[config.mk]
export PLATFORM = sky130hd
export DESIGN_NAME = el2_pmp_chan_arb
export DESIGN_NICKNAME = d
export VERILOG_FILES = /design/src/rtl/el2_pmp_chan_arb_pkg.sv /design/src/rtl/el2_pmp_chan_arb.sv
export SDC_FILE = /design/constraint.sdc
export NUM_CORES = 1
export LEC_CHECK = 0
export ABC_CLOCK_PERIOD_IN_PS = 3150
export CAP_MARGIN = 30
export CORE_ASPECT_RATIO = 1.5
export CORE_MARGIN = 2
export CORE_UTILIZATION = 40
export CTS_CLUSTER_DIAMETER = 50
export DETAILED_ROUTE_END_ITERATION = 8
export PLACE_DENSITY = 0.81
export SYNTH_ARGS = -nofsm -noshare
export SYNTH_HDL_FRONTEND = slang
export SYNTH_SLANG_ARGS = --single-unit
[constraint.sdc]
create_clock -name clk -period 3.15 [get_ports clk]
set_clock_uncertainty 0.05 [all_clocks]
set_input_delay 0.63 -clock clk [delete_from_list [all_inputs] [get_ports clk]]
set_output_delay 0.63 -clock clk [all_outputs]
set_load 0.01 [all_outputs]
[src/rtl/el2_pmp_chan_arb_pkg.sv]
// Shared types for the PMP check-channel arbiter.
package el2_pmp_chan_arb_pkg;

  localparam int unsigned ADDR_W = 32;

  typedef enum logic [1:0] {
    PMP_READ  = 2'd0,
    PMP_WRITE = 2'd1,
    PMP_EXEC  = 2'd2
  } el2_pmp_type_pkt_t;

endpackage

[src/rtl/el2_pmp_chan_arb.sv]
// Round-robin arbiter sharing one combinational PMP check channel among NUM_REQ
// requesters; one check in flight, result returned two cycles after the grant.
module el2_pmp_chan_arb
  import el2_pmp_chan_arb_pkg::*;
#(
  parameter int unsigned NUM_REQ = 3
) (
  input  logic                                  clk,
  input  logic                                  rst,
  input  logic              [NUM_REQ-1:0]       req_valid,
  output logic              [NUM_REQ-1:0]       req_ready,
  input  logic              [NUM_REQ-1:0][ADDR_W-1:0] req_addr,
  input  el2_pmp_type_pkt_t [NUM_REQ-1:0]       req_type,
  output logic              [NUM_REQ-1:0]       rsp_valid,
  output logic                                  rsp_err,
  input  logic                                  pmp_cfg_wr,
  input  logic                                  flush,
  output logic              [ADDR_W-1:0]        pmp_chan_addr,
  output el2_pmp_type_pkt_t                     pmp_chan_type,
  input  logic                                  pmp_chan_err
);

  localparam int unsigned IDX_W = (NUM_REQ > 1) ? $clog2(NUM_REQ) : 1;
  localparam int unsigned CAND_W = IDX_W + 1;

  typedef enum logic [1:0] {
    IDLE  = 2'd0,
    CHECK = 2'd1,
    RESP  = 2'd2
  } state_t;

  state_t            r_state;
  state_t            w_state_nxt;
  logic [IDX_W-1:0]  r_ptr;
  logic [IDX_W-1:0]  r_owner;
  logic [ADDR_W-1:0] r_own_addr;
  el2_pmp_type_pkt_t r_own_type;
  logic [NUM_REQ-1:0] r_rsp_valid;
  logic              r_rsp_err;

  logic [IDX_W-1:0]  w_gnt_idx;
  logic              w_gnt_found;
  logic [CAND_W-1:0] w_cand;
  logic              w_grant_en;
  logic              w_hs;
  logic              w_chk_done;
  logic [IDX_W-1:0]  w_ptr_nxt;

  // Round-robin search starting at the pointer, wrapping past NUM_REQ-1.
  always_comb begin
    w_gnt_found = 1'b0;
    w_gnt_idx   = '0;
    w_cand      = '0;
    for (int unsigned k = 0; k < NUM_REQ; k++) begin
      w_cand = {1'b0, r_ptr} + CAND_W'(k);
      if (w_cand >= CAND_W'(NUM_REQ)) begin
        w_cand = w_cand - CAND_W'(NUM_REQ);
      end
      if (!w_gnt_found && req_valid[w_cand[IDX_W-1:0]]) begin
        w_gnt_found = 1'b1;
        w_gnt_idx   = w_cand[IDX_W-1:0];
      end
    end
  end

  // The channel is free to accept in IDLE and in RESP (back-to-back checks).
  assign w_grant_en = !rst && !flush && (r_state != CHECK) && w_gnt_found;
  assign w_hs       = w_grant_en;
  assign req_ready  = w_grant_en ? (NUM_REQ'(1) << w_gnt_idx) : '0;

  assign w_ptr_nxt = (w_gnt_idx == IDX_W'(NUM_REQ - 1)) ? '0 : (w_gnt_idx + IDX_W'(1));

  always_ff @(posedge clk) begin
    if (rst) begin
      r_state <= IDLE;
    end else begin
      r_state <= w_state_nxt;
    end
  end

  // A config write during CHECK invalidates the sample; flush beats it.
  always_comb begin
    w_state_nxt = r_state;
    w_chk_done  = 1'b0;
    case (r_state)
      IDLE: begin
        if (w_hs) begin
          w_state_nxt = CHECK;
        end
      end
      CHECK: begin
        if (flush) begin
          w_state_nxt = IDLE;
        end else if (!pmp_cfg_wr) begin
          w_state_nxt = RESP;
          w_chk_done  = 1'b1;
        end
      end
      RESP: begin
        w_state_nxt = w_hs ? CHECK : IDLE;
      end
      default: begin
        w_state_nxt = IDLE;
      end
    endcase
  end

  always_ff @(posedge clk) begin
    if (rst) begin
      r_ptr       <= '0;
      r_owner     <= '0;
      r_own_addr  <= '0;
      r_own_type  <= PMP_READ;
      r_rsp_valid <= '0;
      r_rsp_err   <= 1'b0;
    end else begin
      r_rsp_valid <= w_chk_done ? (NUM_REQ'(1) << r_owner) : '0;
      if (w_chk_done) begin
        r_rsp_err <= pmp_chan_err;
      end
      if (w_hs) begin
        r_owner    <= w_gnt_idx;
        r_own_addr <= req_addr[w_gnt_idx];
        r_own_type <= req_type[w_gnt_idx];
        r_ptr      <= w_ptr_nxt;
      end
    end
  end

  assign rsp_valid     = r_rsp_valid;
  assign rsp_err       = r_rsp_err;
  assign pmp_chan_addr = r_own_addr;
  assign pmp_chan_type = r_own_type;

  a_grant_onehot: assert property (@(posedge clk) disable iff (rst) $onehot0(req_ready));
  a_grant_valid:  assert property (@(posedge clk) disable iff (rst) (req_ready & ~req_valid) == '0);

endmodule

## After elaboration in Yosys (flattened, before gate mapping)

Cells that the tools add are included.

- Add/subtract/negate cells: 6
- Magnitude comparators: 7
- Equality and inequality tests: 6
- Shift-type cells: 2
- Mux-type cells: 29
- Bitwise operators: 1
- Reductions and logical operators: 12

Operators with widths:

| operator | number |
|---|---|
| $bmux W32 S2 | 1 |
| $mux W32 | 1 |
| $mux W2 | 11 |
| $lt A2 B3 Y1 const B | 4 |
| $mux W1 | 10 |
| $bmux W1 S2 | 3 |
| $ge A3 B2 Y1 const B | 2 |
| $pmux W2 S3 | 1 |
| $shl A1 B2 Y3 const A | 2 |
| $sub A2 B2 Y2 const B | 3 |
| $logic_and A1 B1 Y1 | 5 |
| $bmux W2 S2 | 1 |
| $eq A2 B2 Y1 const B | 2 |
| $logic_not A1 Y1 | 4 |
| $add A2 B1 Y3 const B | 1 |
| $add A2 B2 Y3 const B | 1 |
| $mux W3 | 1 |
| $ne A3 B3 Y1 const B | 1 |
| $add A2 B1 Y2 const B | 1 |
| $eq A2 B1 Y1 const B | 1 |
| $ge A2 B2 Y1 const B | 1 |
| $logic_not A2 Y1 | 1 |
| $ne A2 B1 Y1 const B | 1 |
| $ne A2 B2 Y1 const B | 1 |
| other kinds (3) | 3 |

- Register bits: 44
- Bits of input ports: 110

## Depth between registers and ports, before layout

- Depth in word-level cells: 14
- Gate-level depth with buffers: 10

## Worst setup path before layout

OpenSTA, ideal clock, no wires.

- Path type: register -> output
- From: register r_ptr[0]
- To: output req_ready[0]
- Arrival: 2.077 ns
- Path slack: 0.393 ns
- Cell stages (with the launch flop): 10
- Path buffers: 2
- Cells stage by stage: dfxtp_1 inv_1 ha_1 buf_2 and3b_1 o21ai_2 clkbuf_1 nand3_1 nor2b_1 nor2_1

- Word-level cells in the longest chain between the ends: 13
- Elaborated cells between the ends (all ways): 30

RTL lines:

| what | line | RTL |
|---|---|---|
| start: declaration | el2_pmp_chan_arb.sv:34 | `logic [IDX_W-1:0] r_ptr;` |
| start signal: assignment | el2_pmp_chan_arb.sv:125 | `r_ptr <= w_ptr_nxt;` |
| branches (longest 12 deep; another with $add A2 B1 Y3) | -- |  |
| $mux W3 * | el2_pmp_chan_arb.sv:69 | `assign req_ready = w_grant_en ? (NUM_REQ'(1) << w_gnt_idx) : '0;` |
| end: declaration | el2_pmp_chan_arb.sv:11 | `output logic [NUM_REQ-1:0] req_ready,` |

Mark *: on every way between the ends. The select of a mux whose other input is x is not followed.

## Worst setup path after layout

- From: register r_ptr[1]
- To: output req_ready[0]

Same word-level chain as after synthesis.

==> impl.org <==
** Layout
- The number of antenna diodes in the final layout is 0.
- Nets@finish :: 682
- Relative area change from synthesis to final layout :: 51.0%
- In the layout the commonest cells are sky130_fd_sc_hd__clkdlybuf4s50_1 (144), sky130_fd_sc_hd__dfxtp_1 (42), sky130_fd_sc_hd__inv_1 (38), sky130_fd_sc_hd__nand2_1 (38), sky130_fd_sc_hd__nand3_1 (36).
- Fraction of layout cells with a size suffix above 1 :: 20.1%
- Leaving out fill and tap cells, the most frequent cell in the layout is sky130_fd_sc_hd__clkdlybuf4s50_1.

** Pwr
- Sequential power share :: 23.8%
- Total power :: 3.32 mW
- Net switching is 39.7% of the power.
- Cell internal power dissipation :: 2.00 mW
- Part of the power in combinational logic :: 61.1%
- Power per unit of standard cell area :: 629 nW/um2
- Relative contribution of the clock network to total power :: 15.1%
- Leakage power :: 2.00 nW
- Net Switching :: 1.32 mW
- The worst-case IR drop observed on VDD is 0.000363 V.

** Floorplan
- Once the floorplan was initialized, standard cells occupied 41.3% of the core.
- Top Ports :: 151
- Die Y :: 118 um
- Total number of placement rows :: 41
- Core ar. :: 8460 um2
- Measured along the x axis, the die boundary spans 80.3 um.
- Die Area :: 9520 um2

** Synth
- Most used flip-flop cell after synthesis :: sky130_fd_sc_hd__dfxtp_1
- Proportion of synthesized chip area in sequential cells :: 25.2%
- Each instance of the synthesized netlist takes up on average 8.11 um2.
- The Yosys step of the flow raised 0 warnings.
- The netlist uses 44 different library cells.
- The number of nets in the synthesized netlist is 545.
- The cell count after synthesis came out at 431.
- The synthesized netlist occupies a cell area of 3490 um2.
- Number of enable flip-flop cells after synthesis :: 0
- For this run, asynchronously set or reset flops after synthesis account for 0%.
- Counting flops and latches in the post-synthesis netlist gives 44.

** Worst setup path
- Along the worst path, the maximum fanout reaches 7.
- The worst setup path is captured at an output pin.
- Sequence of cells on the critical path :: inv_1, ha_4, mux2i_4, o21a_2, nand3_1, nor2b_1, nor2_1, dlygate4sd2_1
- For the worst flop-to-flop path, the logic depth is 9.
- Worst setup path class :: reg2out
- Crit path DAT :: 2210 ps
- Among all stages on the critical path, the largest delay is contributed by sky130_fd_sc_hd__dfxtp_2.
- In this run the critical register-to-register path is captured at pmp_chan_addr[14]$_SDFFE_PP0P_.
- For this run, the slowest stage of the critical path takes 340 ps.
- Launching element type of the critical path :: register
- Startpoint of the worst register-to-register path :: r_ptr[0]$_SDFFE_PP0P_
- Data required time at the worst endpoint :: 2470 ps
- Setup slack on the worst reg-to-reg path comes out at 720 ps.
- Setup crit start :: r_ptr[1]$_SDFFE_PP0P_
- End of the critical path :: req_ready[0]

** CTS
- Clock slew at the register clock pins of the worst setup and hold paths :: 60 ps
- Clock root buffer :: sky130_fd_sc_hd__clkbuf_16
- Buffers inserted to repair hold after CTS numbered 0.
- Clock latency on the worst-skew pair, taken at its later pin, is 280 ps.
- The number of clock buffers added by TritonCTS is 5.
- Clock tree buffer depth :: 2
- Max H-tree Level :: 2
- Clock tree from TritonCTS :: yes
- Clock tree synthesis found a total of 44 sinks.

** Worst hold path
- Tightest Hold Check Type :: reg2reg
- Origin of the worst min-delay path :: r_owner[0]$_SDFFE_PP0P_

** Routing
- Summing over every cut layer, the via total after detailed routing is 3989.
- Via density per instance :: 5.91
- Metal1 wirelength :: 4.62 mm
- Detailed routing placed a total of 799 um of wire on met3.
- For this run, design rule violations remaining after detail routing come to 0.
- DR WL/cell :: 17.9 um
- Summed over all layers, the routed wires come to 12.1 mm.
- For this run, the detailed router's first-pass iteration total came to 5.
- The first routing iteration left 280 violations.
- Summed over all nets, wire length on met2 after detailed routing comes to 6.41 mm.
- Routed signal wires occupy layers up through met4.
- Number of nets with antenna violations after detailed routing :: 0

** GRT
- Entering global routing, the biggest net connects 42 pins.
- The initial antenna violation count was 0.
- After global routing the overflow that remains totals 0.
- The first global-routing pass estimated 18.7 mm of wire.
- Number of global-route vias before repair :: 3945
- Overall Global Routing Usage :: 24.2%

** STA
- Setup violations remaining at the end of the flow were counted as 0.
- Post-route clock period utilization :: 91.7%
- Headroom to the max-slew limit :: 71.1%
- The worst path needs 2890 ps of the cycle, external delays included.
- Pins over their slew limit :: 0
- Setup repair after global routing missed its margin :: false
- The total count of hold-check failures in the final report was 0.
- Post-Route Hold Slack :: 422 ps
- For the pin with the worst max-slew slack, the measured transition is 427 ps.
- Timing would allow up to 0.346 GHz.

** Placed design
- Buffers added on ports :: 150
- Final weighted congestion of routability-driven global placement :: 0.818
- HPWL after detailed placement :: 8.42 mm

** Run status
- The flow ran to the end, and the final reports show no timing, DRC or antenna violations.

** Run
- Count of maximum capacitance violations :: 0
==> worst max-delay path, delay by kind of cell, from the launching register on <==
family / cells / cell delay (ps)
and+or+nand+nor: 3 / 410
buffers and inverters: 2 / 400
DFF: 1 / 340
muxes: 1 / 300
AOI/OAI and AO/OA: 1 / 250
adders and majority gates: 1 / 220
==> power groups by stage <==
stage | registers [mW] | logic [mW] | clock network, mW
2_1_floorplan | 0.847 | 1.18 | 0
3_3_place_gp | 0.791 | 1.92 | 0
3_5_place_dp | 0.794 | 1.97 | 0
4_1_cts | 0.790 | 2.02 | 0.515
5_1_grt | 0.806 | 2.18 | 0.532
6_report | 0.791 | 2.03 | 0.502
==> layout make-up <==
| cell class | count | area, um2 |
|---|---|---|
| tap | 107 | 134 |
| fill | 739 | 3190 |
| inverter | 40 | 150 |
| multi-input combinational | 302 | 2280 |
| clock inverter | 1 | 5.00 |
| clock buffer | 6 | 129 |
| timing repair buffer | 175 | 1690 |
| sequential | 44 | 883 |
==> Yosys cell counts, types with 2 or more instances <==
| cell type | n | area, um2 |
|---|---|---|
| sky130_fd_sc_hd__nor2b_1 | 5 | 31.3 |
| sky130_fd_sc_hd__buf_2 | 12 | 60.1 |
| sky130_fd_sc_hd__o21ai_0 | 35 | 175 |
| sky130_fd_sc_hd__ha_1 | 4 | 50.1 |
| sky130_fd_sc_hd__mux2i_1 | 4 | 40.0 |
| sky130_fd_sc_hd__clkbuf_1 | 23 | 86.3 |
| sky130_fd_sc_hd__nor3b_1 | 2 | 15.0 |
| sky130_fd_sc_hd__nor2_1 | 7 | 26.3 |
| sky130_fd_sc_hd__nand4b_1 | 2 | 17.5 |
| sky130_fd_sc_hd__o21a_1 | 4 | 30.0 |
| sky130_fd_sc_hd__o221a_2 | 26 | 293 |
| sky130_fd_sc_hd__dfxtp_1 | 44 | 881 |
| sky130_fd_sc_hd__a21oi_1 | 3 | 15.0 |
| sky130_fd_sc_hd__buf_6 | 7 | 78.8 |
| sky130_fd_sc_hd__buf_4 | 2 | 15.0 |
| sky130_fd_sc_hd__o21ai_1 | 3 | 15.0 |
| sky130_fd_sc_hd__nand4_1 | 34 | 213 |
| sky130_fd_sc_hd__o221a_1 | 8 | 90.1 |
| sky130_fd_sc_hd__nand2_1 | 38 | 143 |
| sky130_fd_sc_hd__inv_1 | 39 | 146 |
| sky130_fd_sc_hd__nand3b_1 | 3 | 22.5 |
| sky130_fd_sc_hd__o211ai_1 | 34 | 255 |
| sky130_fd_sc_hd__o21ai_2 | 2 | 17.5 |
| sky130_fd_sc_hd__nand2_4 | 2 | 22.5 |
| sky130_fd_sc_hd__mux2_2 | 34 | 383 |
| sky130_fd_sc_hd__nand3_1 | 36 | 180 |
==> logic make-up (layout without fill, tap and decap cells) <==
group,count (synthesis),in the layout,synth area share (%)
mux,38,38,12.1
flops,44,44,25.2
simple gates,135,135,20.6
compound gates,125,125,29.4
fa+ha+maj,4,4,1.43
buf+inv,85,222,11.3
==> registers in the layout, summed over array words and instances, names as in the netlist <==
register,flops
pmp_chan_addr,32
pmp_chan_type,2
r_ptr,2
rsp_valid,3
r_owner,2
r_state,2
rsp_err,1
==> layer usage <==
layer	GRT usage, %	vias to the layer above
li1	-	1898
met1	27.1	1878
met2	44.9	193
met3	3.89	20
met4	7.84	0
met5	0	-
==> how the worst min path moves through the flow <==
stage | end | cells past startpoint
CTS | rsp_valid[2]$_SDFF_PP0_ | 1
finish | rsp_valid[2]$_SDFF_PP0_ | 1
detailed placement | rsp_valid[1]$_SDFF_PP0_ | 1
global route | rsp_valid[1]$_SDFF_PP0_ | 1
floorplan | rsp_valid[2]$_SDFF_PP0_ | 1
global placement | rsp_valid[2]$_SDFF_PP0_ | 1
==> through the flow <==
step | TNS, ps | cell area [um2] | setup WS (ps) | std cells | util (%)
floorplan | 0 | 3490 | 393 | 431 | -
global placement | -397 | 5100 | -166 | 668 | 60.2
detailed placement | -576 | 5100 | -275 | 668 | 60.2
CTS | 0 | 5270 | 29.9 | 675 | 62.3
global route | 0 | 5280 | 126 | 675 | 62.3
finish | 0 | 5280 | 263 | 675 | 62.3
==> timing repair <==
action,in CTS,in global routing
endpoints found under the setup margin,3,1
pin swaps,1,0
buffers inserted,0,0
gates resized for setup,17,2
No activity file was read; power rests on OpenSTA's default activity.
